**src/rtl/fp_add_seq.sv**
```systemverilog
// Multi-cycle IEEE-754 single-precision adder: unpack, align, add/sub, normalise, pack.
// Optional macro FP_SPECIAL_EN adds NaN/Inf detection in UNPACK.
module fp_add_seq #(
  parameter int SHIFT_STEP = 1
) (
  input  logic        clk,
  input  logic        rst_n,
  input  logic        in_valid,
  output logic        in_ready,
  input  logic [31:0] a,
  input  logic [31:0] b,
  output logic        out_valid,
  input  logic        out_ready,
  output logic [31:0] result,
  output logic        busy
);

  typedef enum logic [2:0] {IDLE, UNPACK, ALIGN, ADD, NORM, DONE} state_t;

  localparam logic [7:0] STEP = 8'(SHIFT_STEP);

  state_t      state;
  logic [31:0] ra, rb;
  logic [24:0] ma, mb, sum;
  logic [7:0]  ex, diff;
  logic        sign, op;

  logic [7:0]  ea, eb, dv, sh;
  logic [23:0] fa, fb;
  logic        swap;

  always_comb begin
    ea   = ra[30:23];
    eb   = rb[30:23];
    fa   = (ea != 8'd0) ? {1'b1, ra[22:0]} : '0;
    fb   = (eb != 8'd0) ? {1'b1, rb[22:0]} : '0;
    // exponent is the more significant field, so one compare orders by magnitude
    swap = {eb, fb} > {ea, fa};
    dv   = swap ? (eb - ea) : (ea - eb);
    sh   = (diff < STEP) ? diff : STEP;
  end

`ifdef FP_SPECIAL_EN
  logic        special;
  logic [31:0] special_res;

  always_comb begin
    special = (ea == 8'hFF) || (eb == 8'hFF);
    if (((ea == 8'hFF) && (ra[22:0] != '0)) || ((eb == 8'hFF) && (rb[22:0] != '0)))
      special_res = 32'h7FC00000;
    else if ((ea == 8'hFF) && (eb == 8'hFF) && (ra[31] != rb[31]))
      special_res = 32'h7FC00000;
    else if (ea == 8'hFF)
      special_res = ra;
    else
      special_res = rb;
  end
`endif

  assign busy = (state != IDLE);

  always_ff @(posedge clk) begin
    if (!rst_n) begin
      state     <= IDLE;
      in_ready  <= 1'b0;
      out_valid <= 1'b0;
      result    <= '0;
    end else begin
      case (state)
        IDLE: begin
          if (in_valid && in_ready) begin
            ra       <= a;
            rb       <= b;
            in_ready <= 1'b0;
            state    <= UNPACK;
          end else begin
            in_ready <= 1'b1;
          end
        end
        UNPACK: begin
          sign  <= swap ? rb[31] : ra[31];
          op    <= ra[31] ^ rb[31];
          ex    <= swap ? eb : ea;
          ma    <= {1'b0, (swap ? fb : fa)};
          state <= ALIGN;
          if (dv > 8'd25) begin
            mb   <= '0;
            diff <= '0;
          end else begin
            mb   <= {1'b0, (swap ? fa : fb)};
            diff <= dv;
          end
`ifdef FP_SPECIAL_EN
          if (special) begin
            result    <= special_res;
            out_valid <= 1'b1;
            state     <= DONE;
          end
`endif
        end
        ALIGN: begin
          if (diff == 8'd0) begin
            state <= ADD;
          end else begin
            mb   <= mb >> sh;
            diff <= diff - sh;
          end
        end
        ADD: begin
          sum   <= op ? (ma - mb) : (ma + mb);
          state <= NORM;
        end
        NORM: begin
          if (sum == '0) begin
            result    <= '0;
            out_valid <= 1'b1;
            state     <= DONE;
          end else if (sum[24]) begin
            if (ex >= 8'd254) begin
              result    <= {sign, 8'hFF, 23'b0};
              out_valid <= 1'b1;
              state     <= DONE;
            end else begin
              sum <= sum >> 1;
              ex  <= ex + 8'd1;
            end
          end else if (!sum[23]) begin
            if (ex == 8'd1) begin
              result    <= {sign, 31'b0};
              out_valid <= 1'b1;
              state     <= DONE;
            end else begin
              sum <= sum << 1;
              ex  <= ex - 8'd1;
            end
          end else begin
            result    <= {sign, ex, sum[22:0]};
            out_valid <= 1'b1;
            state     <= DONE;
          end
        end
        DONE: begin
          if (out_ready) begin
            out_valid <= 1'b0;
            in_ready  <= 1'b1;
            state     <= IDLE;
          end
        end
        default: state <= IDLE;
      endcase
    end
  end

endmodule
```
**config.mk**
```make
export PLATFORM = sky130hd
export DESIGN_NAME = fp_add_seq
export DESIGN_NICKNAME = d
export VERILOG_FILES = /design/src/rtl/fp_add_seq.sv
export SDC_FILE = /design/constraint.sdc
export NUM_CORES = 1
export LEC_CHECK = 0
export CAP_MARGIN = 5
export CORE_MARGIN = 4
export CORE_UTILIZATION = 45
export CTS_BUF_LIST = sky130_fd_sc_hd__clkbuf_16
export CTS_CLUSTER_DIAMETER = 120
export DETAILED_ROUTE_END_ITERATION = 16
export PLACE_DENSITY = 0.62
export RECOVER_POWER = 25
export SYNTH_ARGS = -nofsm -noshare
export SYNTH_HDL_FRONTEND = slang
export SYNTH_SLANG_ARGS = --single-unit
```
**constraint.sdc**
```tcl
create_clock -name clk -period 6.1 [get_ports clk]
set_input_delay 1.525 -clock clk [delete_from_list [all_inputs] [get_ports clk]]
set_output_delay 1.525 -clock clk [all_outputs]
set_load 0.01 [all_outputs]
```
* After elaboration in Yosys (flattened, before gate mapping)
Index checks and enable logic that the tools add are counted.
** Word-level totals
- Flip-flop bits (word level) :: 193
- Input bits :: 68
- Output and inout port bits :: 35
- Logic and storage cells :: 120
** Cells by class
- $add $sub $neg :: 7
- Order comparisons :: 4
- Eq/ne operators :: 17
- Shift-type cells :: 1
- Mux-type cells :: 51
- Bitwise logic cells :: 1
- Reduce and logical (&&, ||, !) cells :: 24
** Operator list (count)
- $mux W24 :: 7
- $mux W32 :: 5
- $mux W25 :: 5
- $pmux W25 S2 :: 2
- $mux W8 :: 10
- $gt A32 B32 Y1 :: 1
- $pmux W8 S2 :: 2
- $add A24 B25 Y25 :: 1
- $logic_not A25 Y1 :: 1
- $shr A25 B8 Y25 :: 1
- $sub A24 B25 Y25 :: 1
- $mux W3 :: 8
- $sub A8 B8 Y8 :: 3
- $pmux W3 S6 :: 1
- $reduce_bool A8 Y1 :: 2
- $reduce_and A3 Y1 :: 4
- $reduce_and A6 Y1 :: 2
- $ne A2 B2 Y1 const B :: 5
- $reduce_bool A2 Y1 :: 5
- $mux W1 :: 9
- $ne A3 B3 Y1 const B :: 3
- $add A8 B1 Y8 const B :: 1
- $eq A8 B1 Y1 const B :: 1
- $ge A8 B8 Y1 const B :: 1
- other kinds (19) :: 24

* Logic depth before layout (Yosys ltp)
Gate-level depths: netlist of run 1.
- Word-level depth :: 7
- Mapped depth :: 18
- Depth with buffers taken out :: 17

* Worst setup path before layout of run 1
No wires, ideal clock.
- Path kind :: input to register
- Start :: in rst_n
- End :: reg ra[0], enable pin
- Library setup time :: 0.486 ns
- Arrival :: 4.779 ns
- Data required time :: 5.614 ns
- Setup slack :: 0.835 ns
- Cell stages on the path :: 4
- Buffers on the path :: 2
- Cell sequence :: clkbuf_1 -> clkbuf_1 -> nand2_1 -> nor2_1
** On the way
- Cells in the longest elaborated chain, start to end :: 1
** Ends and longest elaborated chain
- from (decl) :: line 7 : input logic rst_n,
- $reduce_and A3 Y1 (no line)
- to (signal assigned) :: line 72 : ra <= a;
- to (decl) :: line 23 : logic [31:0] ra, rb;
No other way between the ends.
A chain may end at the register's enable or synchronous reset.

* Worst setup path after layout of run 1
- Start :: reg ra[24]
- End :: reg mb[0] (data pin)
** On the way
- Cells in the longest elaborated chain, start to end :: 7
- Elaborated cells on any way between the ends :: 10
- Those cells by class :: add/sub: 2; order compare: 2; mux: 5; reduce/logical: 1
** Ends and longest elaborated chain
- $reduce_bool A8 Y1 :: line 35 : fa = (ea != 8'd0) ? {1'b1, ra[22:0]} : '0;
- $mux W24 :: line 35
- $gt A32 B32 Y1 :: line 38 : swap = {eb, fb} > {ea, fa};
- $mux W8 :: line 39 : dv = swap ? (eb - ea) : (ea - eb);
- $gt A8 B5 Y1 :: line 86 : if (dv > 8'd25) begin
- $mux W24 (*) :: line 86
- $pmux W25 S2 (*) :: line 69 : case (state)
- to (signal assigned) :: line 90 : mb <= {1'b0, (swap ? fa : fb)};
- to (signal assigned) :: line 105 : mb <= mb >> sh;
- to (decl) :: line 24 : logic [24:0] ma, mb, sum;
Mark *: on every way between the ends. The rest lies on a longest branch, timed or not.

==> flow_summary.yaml, run 1 <==
route:
  drt_iter0_drc: 501
  drc_errors: 0
  met3WireLength_um: 1068
  drt-total-wl_um: 25460
  num_vias: 8646
  wl_met2_um: 10470
  first_pass_iters: 5
  drtAntennaViolNets: 0
  viasPerCell: 5.469
  wl_per_cell_um: 16.10
  routed.top_layer: "met4"
  wl_met1_um: 13500
setup_path:
  crit_end: "mb[0]$_DFFE_PP_"
  critPathArrivalTime_ns: 5.09
  cp.required_ns: 6.23
  r2r-start: "ra[24]$_DFFE_PP_"
  critPathLaunch: "ra[24]$_DFFE_PP_"
  endpoint_kind: "flip-flop"
  crit_type: "flip-flop to flip-flop"
  start_kind: "flip-flop"
  reg2regPathDepth: 14
  r2r_slack_ns: 1.14
  r2r-end: "mb[0]$_DFFE_PP_"
  cp_max_fo: 29
clock_network:
  cts_resized: 0
  cts-root-buf: "clkbuf_16"
  cts_setup_buffers: 0
  clk_pin_slew_worst_paths_ns: 0.08
  cts_max_level: 4
  ctsHoldBuffers: 0
  cts-buffers-inserted: 17
  clk_latency_ns: 0.44
  cts_tree: "built"
  clockBufferDepth: 2
  cts.sinks: 193
cells_and_area:
  nets: 1378
  final_cell_area_sq_um: 13450
  drive_above_1_share_pct: 5.915
  layout-area-overhead-vs-synth_pct: 16.28
  filler_cell_count: 2295
  diodes: 0
run:
  drv_cap: 3
sta:
  rsz0062_at_grt: "no"
  layout_min_cycle_time_ns: 4.959
  fmaxAchievable_ghz: 0.2017
  fin_tns_setup_ns: 0
  hold_ws_ns: 0.4626
  drv_slew: 95
  tightest_slew_ns: 2.040
  finClkSkew_ns: 0.01249
  setup_slack_ns: 1.141
  hold_viol: 0
  slew_headroom_pct: -36.63
  period_share_pct: 81.29
  finalSetupViolations: 0
yosys:
  yosys_warnings: 0
  synth_simple_gate_area_share_pct: 14.96
  synthDominantCellAreaShare_pct: 40.49
  synth-edff-count: 156
  syn_avg_cell_area_sq_um: 9.930
  netlist-cell-type-count: 67
  synth_common_cells: "edfxtp_1, nand2_1, a21oi_1"
  synth_top_family_by_area: "compound AO/OA/AOI/OAI gates"
  synth_area_leaders: "edfxtp_1, ha_1, dfxtp_1"
  synth_compound_area_share_pct: 18.68
  syn_nets: 1305
  ys_async_sr_fraction_pct: 0
  synth_xor_area_share_pct: 4.921
  syn-instance-count: 1165
  synth_most_common_cell: "edfxtp_1"
  synth_top_flop_cell: "edfxtp_1"
  yosysSeqAreaShare_pct: 46.90
  syn_area_sq_um: 11570
  ys_ff_latch: 193
  synth_top_cell_by_area: "edfxtp_1"
  yosys.area_share.adder_pct: 7.982
  synthMuxAreaShare_pct: 2.866
placed_design:
  dp_hpwl_um: 18910
  placed_cell_area_sq_um: 12890
  gp_congestion: 0.8987
  pre_cts_ws_ns: 1.165
  io_buffers: 102
global_routing:
  grt_pass1_vias: 8234
  grt_pass1_wl_um: 42400
  grt_overflow_total: 0
  track_usage_pct: 18.21
  grt_max_degree: 65
  antenna_found_initial: 0
floorplan:
  io_pins: 103
  core_area_sq_um: 25250
  start_util_pct: 45.81
  die_area_sq_um: 28340
  die_h_um: 168.3
  rows: 58
  die_w_um: 168.3
power_and_ir_drop:
  power.density_nw_per_um2: 344.4
  max-vdd-ir-drop_v: 0.0001935
  p_leak_nw: 5.002
outcome:
  failed_checks: "capacitance limit, slew limit"
  status: "finished with violations"
hold_path:
  hold_class: "flip-flop to flip-flop"
## layout make-up
cell class / count / area [sq um] / area share, %
flip-flops and latches: 193 / 5425 / 40.33
repair buffers: 119 / 1141 / 8.483
inverters: 42 / 157.7 / 1.172
clock inverters: 15 / 150.1 / 1.116
well taps: 330 / 412.9 / 3.069
clock buffers: 17 / 425.4 / 3.162
multi-input cells: 865 / 5739 / 42.67
## worst max-delay path, stage by stage (launching register included)
cell and delay [ns]:
edfxtp_1 0.49, nor4_1 0.37, nand2_1 0.40, nand2_1 0.24
ha_1 0.19, nand4_1 0.18, or4_1 0.60, or4_4 0.55
o31ai_4 0.11, and2_2 0.46, o311ai_1 0.15, a221o_1 0.34
nand4_1 0.07, buf_4 0.34, o32ai_1 0.16
## cells in the final DEF, fill, tap and decap left out, types with 11 or more instances in the layout
cell type        instances
mux2i_1                 32
clkdlybuf4s50_1         21
o21ai_0                 58
a21o_1                  17
dlygate4sd3_1           81
clkbuf_16               17
ha_1                    69
edfxtp_1               156
nor4_1                  15
nor3_1                  15
a221oi_1                20
o211a_1                 11
nor2_1                  88
o22ai_1                 18
a21oi_1                111
dfxtp_1                 37
nand3_1                 37
xnor2_1                 47
a21boi_0                27
xor2_1                  18
nand2_1                126
inv_1                   43
buf_4                   15
and2_1                  29
## state kept, by name, summed over array words and instances (netlist names)
signal and cells:
state 3, op 1, ex 8, sign 1, diff 8, mb 25, rb 32, sum 25
result 32, ma 24, in_ready 1, ra 32, out_valid 1
## logic make-up after synthesis
logic type      after synthesis
flops                       193
compound gates              328
mux                          33
fa+ha+maj                    72
xor+xnor                     65
simple gates                367
buf+inv                     107
## layer usage
layer	vias up	track usage, %
li1	4443	-
met1	3982	28.45
met2	197	26.01
met3	24	2.982
met4	0	5.081
met5	-	0
## power by group
| part | internal (mW) | total [mW] | switching (mW) |
|---|---|---|---|
| Sequential | 1.72 | 1.88 | 0.157 |
| Clock | 0.544 | 1.09 | 0.550 |
| Combinational | 0.719 | 1.66 | 0.939 |
| Total | 2.99 | 4.63 | 1.65 |
## worst min path at each step
stage | cells after the start | slack (ns) | startpoint | endpoint
3_5_place_dp | 2 | 0.46 | result[13]$_SDFFE_PN0P_ | result[13]$_SDFFE_PN0P_
3_3_place_gp | 2 | 0.45 | result[22]$_SDFFE_PN0P_ | result[22]$_SDFFE_PN0P_
4_1_cts | 2 | 0.46 | result[13]$_SDFFE_PN0P_ | result[13]$_SDFFE_PN0P_
2_1_floorplan | 2 | 0.49 | result[14]$_SDFFE_PN0P_ | result[14]$_SDFFE_PN0P_
6_report | 2 | 0.46 | result[13]$_SDFFE_PN0P_ | result[13]$_SDFFE_PN0P_
5_1_grt | 2 | 0.49 | result[18]$_SDFFE_PN0P_ | result[18]$_SDFFE_PN0P_
## metrics by stage
step                      power (mW)  cells  utilization, %
after floorplan                3.168   1165               -
after global placement         3.546   1549           51.05
after detailed placement       3.573   1549           51.05
after CTS                      4.676   1581           53.33
after global routing           4.974   1581           53.26
final                          4.633   1581           53.26
No activity file was read; power rests on OpenSTA's default activity.
==> run 2: changes to the inputs <==
Settings changed: PLACE_DENSITY 0.62 to 0.64.
Clock period 6.1 ns to 4 ns, I/O delays scaled along.
==> flow_summary.yaml, run 2 (synthesis results as in run 1) <==
outcome:
  status: "finished with violations"
  failed_checks: "setup timing"
placed_design:
  placed_cell_area_sq_um: 13690
  io_buffers: 102
  gp_congestion: 0.8985
  dp_hpwl_um: 19760
sta:
  finClkSkew_ns: 0.01412
  fmaxAchievable_ghz: 0.2430
  period_share_pct: 102.9
  finalSetupViolations: 29
  layout_min_cycle_time_ns: 4.115
  hold_viol: 0
  drv_slew: 0
  setup_slack_ns: -0.1149
  rsz0062_at_grt: "yes"
  tightest_slew_ns: 1.338
  fin_tns_setup_ns: -2.907
  slew_headroom_pct: 10.83
setup_path:
  r2r-start: "rb[27]$_DFFE_PP_"
  cp_slowest_cell: "or4_4"
  cp_max_fo: 24
  cp.required_ns: 4.17
  cp_num_buf_inv: 4
  r2r_slack_ns: -0.11
  crit_type: "flip-flop to flip-flop"
  critPathArrivalTime_ns: 4.28
  start_kind: "flip-flop"
  r2r-end: "diff[3]$_DFFE_PP_"
  endpoint_kind: "flip-flop"
  reg2regPathDepth: 17
  slowest_delay_ns: 0.51
  cp_cell_sequence: "nor4_2 -> nand2_1 -> buf_6 -> and2_4 -> ha_4 -> nand4_1 -> or4_4 -> or4_4 -> o31ai_4 -> buf_4 -> o211a_1 -> nor4_1 -> a221o_1 -> nand4_1 -> buf_4 -> buf_16 -> o22ai_1"
  cp_top_family: "simple AND/OR/NAND/NOR gates"
cells_and_area:
  drive_above_1_share_pct: 14.46
  reg_top3: "ra: 32 flops, rb: 32 flops, result: 32 flops"
  layout_commonest_cell: "edfxtp_1"
  diodes: 0
  layout-area-overhead-vs-synth_pct: 24.46
  nets: 1476
  final_cell_area_sq_um: 14400
  mostFrequentLayoutCells: "edfxtp_1, nand2_1, a21oi_1, buf_4, nor2_1"
floorplan:
  start_util_pct: 45.81
  core_area_sq_um: 25250
  die_h_um: 168.3
  die_w_um: 168.3
  die_area_sq_um: 28340
  rows: 58
  io_pins: 103
clock_network:
  cts_max_level: 4
  cts.sinks: 193
  cts_tree: "built"
  cts-buffers-inserted: 17
  clk_pin_slew_worst_paths_ns: 0.08
  clockBufferDepth: 2
  clk_latency_ns: 0.44
  cts-root-buf: "clkbuf_16"
  ctsHoldBuffers: 0
hold_path:
  hold-path-endpoint: "result[2]$_SDFFE_PN0P_"
  hold_path_depth: 2
  hold_class: "flip-flop to flip-flop"
  worstHoldStart: "result[2]$_SDFFE_PN0P_"
route:
  first_pass_iters: 6
  drtAntennaViolNets: 0
  drt-total-wl_um: 26420
  wl_per_cell_um: 15.74
  viasPerCell: 5.348
  num_vias: 8979
  drt_iter0_drc: 614
  drc_errors: 0
global_routing:
  antenna_found_initial: 0
  grt_pass1_vias: 8503
  track_usage_pct: 18.65
  grt_overflow_total: 0
  grt_pass1_wl_um: 43290
  grt_max_degree: 51
power_and_ir_drop:
  power.density_nw_per_um2: 522.0
  power_mw: 7.516
  max-vdd-ir-drop_v: 0.0002452
  p_leak_nw: 5.468
run:
  drv_cap: 0
run 2: cell types whose count changed in the layout (fill, tap and decap cells not counted), moves of 3 or more:
cell             previous run  this run
ha_1                       69        64
dlygate4sd3_1              81        65
and2_4                      0         7
clkdlybuf4s50_1            21        37
o21ai_0                    58        55
clkinv_8                    3         0
buf_4                      15       107
and2_1                     29        24
ha_4                        0         5
run 2: through the flow:
step	setup slack, ns	util (%)	hold slack, ns	cells
detailed placement	-0.1894	54.19	0.4568	1642
CTS	-0.1279	56.88	0.4662	1677
finish	-0.1149	57.02	0.4659	1679
floorplan	0.007092	-	0.4852	1165
global placement	-0.1063	54.19	0.4477	1642
global route	-0.3287	57.02	0.4853	1679
run 2: layout make-up:
class	instances	area, sq um
Clock buffer	17	425.4
Clock inverter	15	175.2
Fill cell	2229	10860
Inverter	42	157.7
Multi-Input combinational cell	865	5873
Sequential cell	193	5425
Tap cell	330	412.9
Timing Repair Buffer	217	1929
run 2: power breakdown:
part / internal, mW / switching, mW
combinational: 1.34 / 1.57
clock: 0.944 / 0.833
sequential: 2.63 / 0.197
run 2: how the worst max path moves through the flow:
stage / slack, ns / start / depth (start not counted) / to
final: -0.11 / rb[27]$_DFFE_PP_ / 17 / diff[3]$_DFFE_PP_
after global routing: -0.33 / rb[27]$_DFFE_PP_ / 17 / diff[0]$_DFFE_PP_
after CTS: -0.13 / rb[24]$_DFFE_PP_ / 17 / diff[3]$_DFFE_PP_
after detailed placement: -0.19 / rb[27]$_DFFE_PP_ / 15 / mb[19]$_DFFE_PP_
after global placement: -0.11 / rb[27]$_DFFE_PP_ / 15 / mb[21]$_DFFE_PP_
after floorplan: 0.007 / rb[27]$_DFFE_PP_ / 17 / mb[10]$_DFFE_PP_
run 2: worst min-delay path: cells and delay by family (launching register included):
kind            cells  cell delay (ns)
flops               1             0.31
compound gates      1             0.06
simple gates        1             0.05
run 2: what timing repair did:
| item | CTS | global route |
|---|---|---|
| buffers inserted | 2 | 2 |
| endpoints found under the setup margin | 33 | 43 |
| gates cloned | 1 | 0 |
| pin swaps | 3 | 3 |
| resized for setup | 9 | 12 |
run 2: per-layer routing:
layer | vias up | track usage (%) | share of wire (%)
met5 | - | 0 | 0
met4 | 0 | 5.505 | 1.6
met3 | 20 | 2.465 | 4.7
met2 | 228 | 27.99 | 44
met1 | 4099 | 28.20 | 50
li1 | 4632 | - | -
